===== config.mk =====
export PLATFORM = sky130hd
export DESIGN_NAME = cdb_arbiter
export DESIGN_NICKNAME = d
export VERILOG_FILES = /design/src/rtl/cdb_arbiter.sv
export SDC_FILE = /design/constraint.sdc
export NUM_CORES = 1
export LEC_CHECK = 0
export CAP_MARGIN = 20
export CORE_MARGIN = 5
export CORE_UTILIZATION = 45
export DETAILED_ROUTE_END_ITERATION = 8
export GPL_TIMING_DRIVEN = 0
export PLACE_DENSITY = 0.78
export RECOVER_POWER = 100
export SLEW_MARGIN = 10
export SYNTH_ARGS = -nofsm -noshare
export SYNTH_HDL_FRONTEND = slang
export SYNTH_SLANG_ARGS = --single-unit
export TNS_END_PERCENT = 30

===== constraint.sdc =====
create_clock -name clk -period 2.8 [get_ports clk]
set_input_delay 0.28 -clock clk [delete_from_list [all_inputs] [get_ports clk]]
set_output_delay 0.28 -clock clk [all_outputs]
set_load 0.01 [all_outputs]

===== src/rtl/cdb_arbiter.sv =====
// rtl/cdb_arbiter.sv - common data bus arbiter between ALU and LSB result producers
//
// Two producers (ALU, LSB) compete for one broadcast slot per cycle. Each has a
// small FIFO that holds results that lost arbitration; per-source order is kept.
// The winner is broadcast from registered outputs.
//
// Build option: define CDB_FIXED_PRIO_EN to give the LSB fixed priority on
// contention (no round-robin pointer). Default build is round-robin.
//
// Ports:
//   clk, rst (async, active-high), rdy (global enable), rollback (sync flush)
//   valid/alias/result_from_alu, valid/alias/result_from_lsb : producer inputs
//   stall_to_alu, stall_to_lsb : queue full (combinational)
//   cdb_valid, cdb_alias, cdb_result, cdb_src (0=ALU, 1=LSB) : broadcast
//   overflow_err : sticky, set when a result had to be dropped
module cdb_arbiter #(
  parameter int ALIAS_WIDTH = 4,
  parameter int DATA_WIDTH  = 32,
  parameter int QUEUE_DEPTH = 4
) (
  input  logic                   clk,
  input  logic                   rst,
  input  logic                   rdy,
  input  logic                   rollback,
  input  logic                   valid_from_alu,
  input  logic [ALIAS_WIDTH-1:0] alias_from_alu,
  input  logic [DATA_WIDTH-1:0]  result_from_alu,
  input  logic                   valid_from_lsb,
  input  logic [ALIAS_WIDTH-1:0] alias_from_lsb,
  input  logic [DATA_WIDTH-1:0]  result_from_lsb,
  output logic                   stall_to_alu,
  output logic                   stall_to_lsb,
  output logic                   cdb_valid,
  output logic [ALIAS_WIDTH-1:0] cdb_alias,
  output logic [DATA_WIDTH-1:0]  cdb_result,
  output logic                   cdb_src,
  output logic                   overflow_err
);
  localparam int PTR_W   = $clog2(QUEUE_DEPTH);
  localparam int ENTRY_W = ALIAS_WIDTH + DATA_WIDTH;
  localparam logic [PTR_W:0] FULL = (PTR_W+1)'(QUEUE_DEPTH);

  // Index 0 is the ALU queue, index 1 the LSB queue.
  logic [ENTRY_W-1:0] mem [2][QUEUE_DEPTH];
  logic [PTR_W-1:0]   head [2];
  logic [PTR_W-1:0]   tail [2];
  logic [PTR_W:0]     count [2];

`ifndef CDB_FIXED_PRIO_EN
  logic rr_ptr;
`endif

  logic [1:0]         in_valid;
  logic [ENTRY_W-1:0] in_entry [2];
  logic [ENTRY_W-1:0] cand_entry [2];
  logic [ENTRY_W-1:0] win_entry;
  logic [1:0]         q_empty, q_full, cand, grant, deq, enq, drop;

  assign in_valid    = {valid_from_lsb, valid_from_alu};
  assign in_entry[0] = {alias_from_alu, result_from_alu};
  assign in_entry[1] = {alias_from_lsb, result_from_lsb};

  assign stall_to_alu = (count[0] == FULL);
  assign stall_to_lsb = (count[1] == FULL);

  always_comb begin
    q_empty = '0;
    q_full  = '0;
    cand    = '0;
    grant   = '0;
    deq     = '0;
    enq     = '0;
    drop    = '0;
    for (int s = 0; s < 2; s++) begin
      q_empty[s]    = (count[s] == '0);
      q_full[s]     = (count[s] == FULL);
      // A non-empty queue always presents its head; the live input waits behind it.
      cand[s]       = !q_empty[s] || in_valid[s];
      cand_entry[s] = q_empty[s] ? in_entry[s] : mem[s][head[s]];
    end

    if (cand[0] && cand[1]) begin
`ifdef CDB_FIXED_PRIO_EN
      grant = 2'b10;
`else
      grant = rr_ptr ? 2'b10 : 2'b01;
`endif
    end else begin
      grant = cand;
    end

    for (int s = 0; s < 2; s++) begin
      deq[s]  = grant[s] && !q_empty[s];
      // An input that won directly (bypassing an empty queue) is not stored.
      enq[s]  = in_valid[s] && !(grant[s] && q_empty[s]) && (!q_full[s] || deq[s]);
      drop[s] = in_valid[s] && q_full[s] && !deq[s];
    end

    win_entry = grant[1] ? cand_entry[1] : cand_entry[0];
  end

  // Queue storage carries no reset; validity is tracked by count.
  always_ff @(posedge clk) begin
    if (rdy && !rollback) begin
      for (int s = 0; s < 2; s++) begin
        if (enq[s]) mem[s][tail[s]] <= in_entry[s];
      end
    end
  end

  always_ff @(posedge clk or posedge rst) begin
    if (rst) begin
      for (int s = 0; s < 2; s++) begin
        head[s]  <= '0;
        tail[s]  <= '0;
        count[s] <= '0;
      end
      cdb_valid    <= 1'b0;
      cdb_alias    <= '0;
      cdb_result   <= '0;
      cdb_src      <= 1'b0;
      overflow_err <= 1'b0;
`ifndef CDB_FIXED_PRIO_EN
      rr_ptr       <= 1'b0;
`endif
    end else if (rdy) begin
      if (rollback) begin
        for (int s = 0; s < 2; s++) begin
          head[s]  <= '0;
          tail[s]  <= '0;
          count[s] <= '0;
        end
        cdb_valid <= 1'b0;
`ifndef CDB_FIXED_PRIO_EN
        rr_ptr    <= 1'b0;
`endif
      end else begin
        for (int s = 0; s < 2; s++) begin
          if (deq[s]) head[s] <= head[s] + PTR_W'(1);
          if (enq[s]) tail[s] <= tail[s] + PTR_W'(1);
          if (enq[s] && !deq[s])      count[s] <= count[s] + (PTR_W+1)'(1);
          else if (deq[s] && !enq[s]) count[s] <= count[s] - (PTR_W+1)'(1);
        end
        cdb_valid <= |grant;
        if (|grant) begin
          cdb_alias  <= win_entry[ENTRY_W-1:DATA_WIDTH];
          cdb_result <= win_entry[DATA_WIDTH-1:0];
          cdb_src    <= grant[1];
`ifndef CDB_FIXED_PRIO_EN
          // Point at whichever source did not just win.
          rr_ptr     <= grant[0];
`endif
        end
        if (|drop) overflow_err <= 1'b1;
      end
    end
  end
endmodule


After elaboration in Yosys (flattened, before gate mapping)
Memories as Yosys holds them, arrays and structs flattened. Index checks and enable logic that the tools add are counted.

Multiplexer cells: 35. Magnitude comparators: 6. Equality and inequality tests: 2. Bitwise gates (word level): 5. Add/sub/neg operators: 8. Reduce and logical (&&, ||, !) cells: 55.

Operators with widths (count): 36-bit two-way mux (9); 144-bit two-way mux (2); 36-bit binary-select mux with 2-bit select (2); 36-bit demux with 2-bit select (2); 1-bit logical AND (20); 2-bit AND reduction (7); 3-bit >= comparator (second input constant) (4); 2-bit two-way mux (6); 3-bit two-way mux (4); 2-bit inverter with 3-bit output (4); 1-bit zero test (11); 2-bit nonzero test (5); 2-bit by 1-bit adder with 2-bit output (second input constant) (4); 4-bit two-way mux (2); 1-bit two-way mux (7); 3-bit by 1-bit adder with 3-bit output (second input constant) (2); 3-bit == test (second input constant) (2); 3-bit zero test (2); 3-bit by 1-bit < comparator with 1-bit output (second input constant) (2); 6-bit two-way mux (1); 3-bit AND reduction (2); 3-bit nonzero test (2); 3-bit by 1-bit subtractor with 3-bit output (second input constant) (2); 1-bit logical OR (4); other kinds (2) (3).

Bits of input ports: 78. Memory bits (writable): 288. Memories: 1. Register bits after elaboration: 54.

Memory list: mem (words 2, bits a word 144, rd ports 2, clocked after Yosys merged registers in 0, write ports 2, RTL line 44) `logic [ENTRY_W-1:0] mem [2][QUEUE_DEPTH];`.

Logic depth before layout (Yosys ltp)
Depth in word-level cells: 14. Mapped depth: 9. Gate-level depth less buffers: 8.

Worst setup path after synthesis
OpenSTA, ideal clock, no wires.

Path type: reg-to-reg. Start point: register count[0] (netlist name). End point: memory mem[0][0] (netlist name), enable pin. Stages on the path, launching flop included: 5. Data arrival time: 2.503 ns. Slack: -0.099 ns. Data required time: 2.403 ns. Buffers on the path: 0. Clock period less this slack: 2.899 ns. Path through: dfrtp_1 or4_1 a221o_1 nor2_1 and2_1.

RTL lines: start: declaration (RTL line 47) `logic [PTR_W:0] count [2];`; start signal: indexed assignment (RTL line 141) `if (enq[s] && !deq[s]) count[s] <= count[s] + (PTR_W+1)'(1);`; start signal: indexed assignment (RTL line 142) `else if (deq[s] && !enq[s]) count[s] <= count[s] - (PTR_W+1)'(1);`; end: declaration (RTL line 44).

==> flow_summary.json <==
{
  "period_minus_slack_ns": 2.69,
  "syn_inst": 846,
  "finalHoldViolCount": 0,
  "cts_setup_buffers": 0,
  "drv_cap": 0,
  "slowest_delay_ns": 0.65,
  "fillerInstances": 2326,
  "crit_slowest_cell": "or4_1",
  "grt.overflow.total": 0,
  "rr_endpoint": "mem[0][108]",
  "setup_viol": 0,
  "powerDensity_nw_per_um2": 938,
  "power.total_mw": 16.0,
  "final-max-slew-violation-count": 0,
  "die_h_um": 187,
  "crit_path_start": "count[0]",
  "synth.distinct_cells": 50,
  "fin_util_pct": 55.5,
  "area_growth_pct": 20.9,
  "place_hpwl_um": 22700,
  "grtUsageTotal_pct": 18.6,
  "synth_edf_count": 288,
  "ys_seq_area_share_pct": 70.9,
  "critPathTopFamily": "simple AND/OR/NAND/NOR gates",
  "drive_gt1_share_pct": 16.0,
  "ys.flop_type": "edfxtp_1",
  "dr.pass1.iters": 5,
  "post_drt_wl_per_cell_um": 23.8,
  "ant_nets": 0,
  "multiInputGateArea_um2": 3850,
  "root_buffer": "clkbuf_16",
  "cts_hold_buf": 0,
  "place_congestion": 0.824,
  "path_clk_slew_ns": 0.06,
  "worstSetupEndpointType": "register",
  "cp_cell_sequence": "or4_1 > a221o_1 > nor2_2 > and2_4",
  "worst_pin_slew_ns": 1.00,
  "critPathLaunchType": "register",
  "clock-sinks": 342,
  "critPathArrivalTime_ns": 2.86,
  "crit_type": "register to register",
  "grt_pass1_wl_um": 50900,
  "syn_nets": 934,
  "cts_tree": "yes",
  "regToRegSetupSlack_ns": 0.11,
  "routed_via_density": 5.93,
  "die_w_um": 187,
  "fin_crit_sh_pct": 96.2,
  "ir_drop_mv": 0.523,
  "ys_seq_elements": 342,
  "drt_iter0_drc": 747,
  "drc": 0,
  "r2r_cells": 4,
  "place_ws_ns": -0.344,
  "clockBufferDepth": 3,
  "timing.rr.start": "count[0]",
  "stdcell_count": 1431,
  "start_util_pct": 45.9,
  "io_pins": 119,
  "max_slew_margin_pct": 33.1,
  "setup_ws_ns": 0.107,
  "crit_required_ns": 2.96,
  "num_rows": 64,
  "async_reset_ff_share_pct": 15.8,
  "skew_ns": 0.0144,
  "status": "finished, final reports clean",
  "antenna_found_initial": 10,
  "port_buffers": 117,
  "grt_max_degree": 38,
  "route.vias.total": 8483,
  "grt_setup_unrepaired": "yes",
  "cts_inserted_buffers": 35,
  "grt_pass1_vias": 8516,
  "wirelength_um": 34000,
  "dp_cells": 1364,
  "core_area_um2": 30700,
  "final_nets": 1097,
  "ys_warn_count": 0,
  "avgSynthCellArea_um2": 16.7,
  "path_max_fanout": 18,
  "seqCellArea_um2": 10000,
  "fp.dieArea_um2": 35000,
  "p_leak_nw": 5.87,
  "fmax_ghz": 0.371,
  "cts_max_level": 2,
  "cp_num_buf_inv": 0,
  "clock_latency_ns": 0.51,
  "netlist_area_um2": 14100,
  "hold_class": "input port to asynchronous set/reset pin"
}
-- placed cells by master, fill, tap and decap left out, types with 8 or more instances in the layout --
| cell | count |
|---|---|
| a211o_1 | 9 |
| clkbuf_1 | 42 |
| o21ai_0 | 8 |
| clkbuf_16 | 38 |
| edfxtp_1 | 288 |
| buf_2 | 12 |
| a21oi_1 | 11 |
| nor2_1 | 11 |
| and2_4 | 8 |
| mux4_2 | 72 |
| nand3_1 | 48 |
| nand2_1 | 133 |
| ha_1 | 8 |
| dlygate4sd3_1 | 114 |
| dfrtp_1 | 54 |
| a211oi_1 | 37 |
| inv_1 | 15 |
| a221o_1 | 28 |
-- cell usage after synthesis, drive strengths merged, types with 5 or more instances --
cell type / number / area, µm²
ha: 8 / 100
nand2: 133 / 499
a211oi: 37 / 278
mux4: 72 / 1620
buf: 26 / 146
inv: 15 / 56.3
a221o: 28 / 280
dfrtp: 54 / 1350
nand2b: 5 / 31.3
nand3: 48 / 240
a21oi: 11 / 55.1
clkbuf: 31 / 116
edfxtp: 288 / 8650
nor2: 13 / 56.3
and3: 7 / 43.8
o21ai: 9 / 56.3
a211o: 9 / 78.8
-- layer usage --
| layer | up-vias | wire length, µm | GRT usage [%] |
|---|---|---|---|
| li1 | 3701 | - | - |
| met1 | 4319 | 13300 | 24.7 |
| met2 | 376 | 17200 | 31.3 |
| met3 | 71 | 2590 | 4.03 |
| met4 | 16 | 817 | 4.95 |
| met5 | - | 94 | 0 |
-- worst max path at each step --
stage / to / cells after the start
floorplan: mem[0][144] / 6
global route: count[2] / 6
global placement: mem[0][275] / 6
detailed placement: mem[0][126] / 5
CTS: mem[0][72] / 4
finish: mem[0][108] / 4
-- repair_timing --
action / 4_1_cts / 5_1_grt
gates cloned: 0 / 4
endpoints found under the setup margin: 144 / 185
gates resized for setup: 1 / 11
pin swaps: 0 / 5
-- worst reg2reg max path, delay by kind of cell, from the launching register on --
family	cells	cell delay (ns)
and+or+nand+nor	3	1.44
DFF	1	0.46
AOI/OAI and AO/OA	1	0.45
-- sequential cells by signal, summed over array words and instances (netlist names) --
signal and flops:
mem 288, cdb_result 32, count 6, cdb_alias 4, head 4, tail 4
cdb_src 1, cdb_valid 1, overflow_err 1, rr_ptr 1
-- power by group --
part | switching, mW | total (mW) | internal [mW]
combinational | 2.86 | 4.86 | 2.00
clock | 1.87 | 4.71 | 2.84
sequential | 0.384 | 6.44 | 6.06
total | 5.11 | 16.0 | 10.9
-- final cells by class --
type | instances | area share (%)
repair buffers | 122 | 7.27
plain buffers | 57 | 1.50
diodes | 1 | 0.0147
multi-input cells | 436 | 22.5
clock inverters | 18 | 1.14
well taps | 396 | 2.90
flip-flops and latches | 342 | 58.6
inverters | 15 | 0.330
clock buffers | 44 | 5.70
-- through the flow --
step | TNS, ns | hold WS (ns) | area [µm²]
6_report | 0 | 0.364 | 17100
5_1_grt | -0.0245 | 0.404 | 17100
4_1_cts | -21.83 | 0.111 | 17100
3_5_place_dp | -59.73 | 0.479 | 15900
3_3_place_gp | -188.44 | 0.473 | 15800
2_1_floorplan | -2.25 | 0.379 | 14100
-- logic make-up after synthesis --
| group | Yosys count | share of synthesized area, % |
|---|---|---|
| AO/OA/AOI/OAI | 124 | 7.16 |
| XOR/XNOR | 1 | 0.0621 |
| adder cells (fa/ha/maj) | 10 | 0.993 |
| buffers and inverters | 72 | 2.26 |
| flip-flops | 342 | 70.9 |
| multiplexers | 72 | 11.5 |
| AND/OR/NAND/NOR | 225 | 7.16 |
No activity file was read; power rests on OpenSTA's default activity.
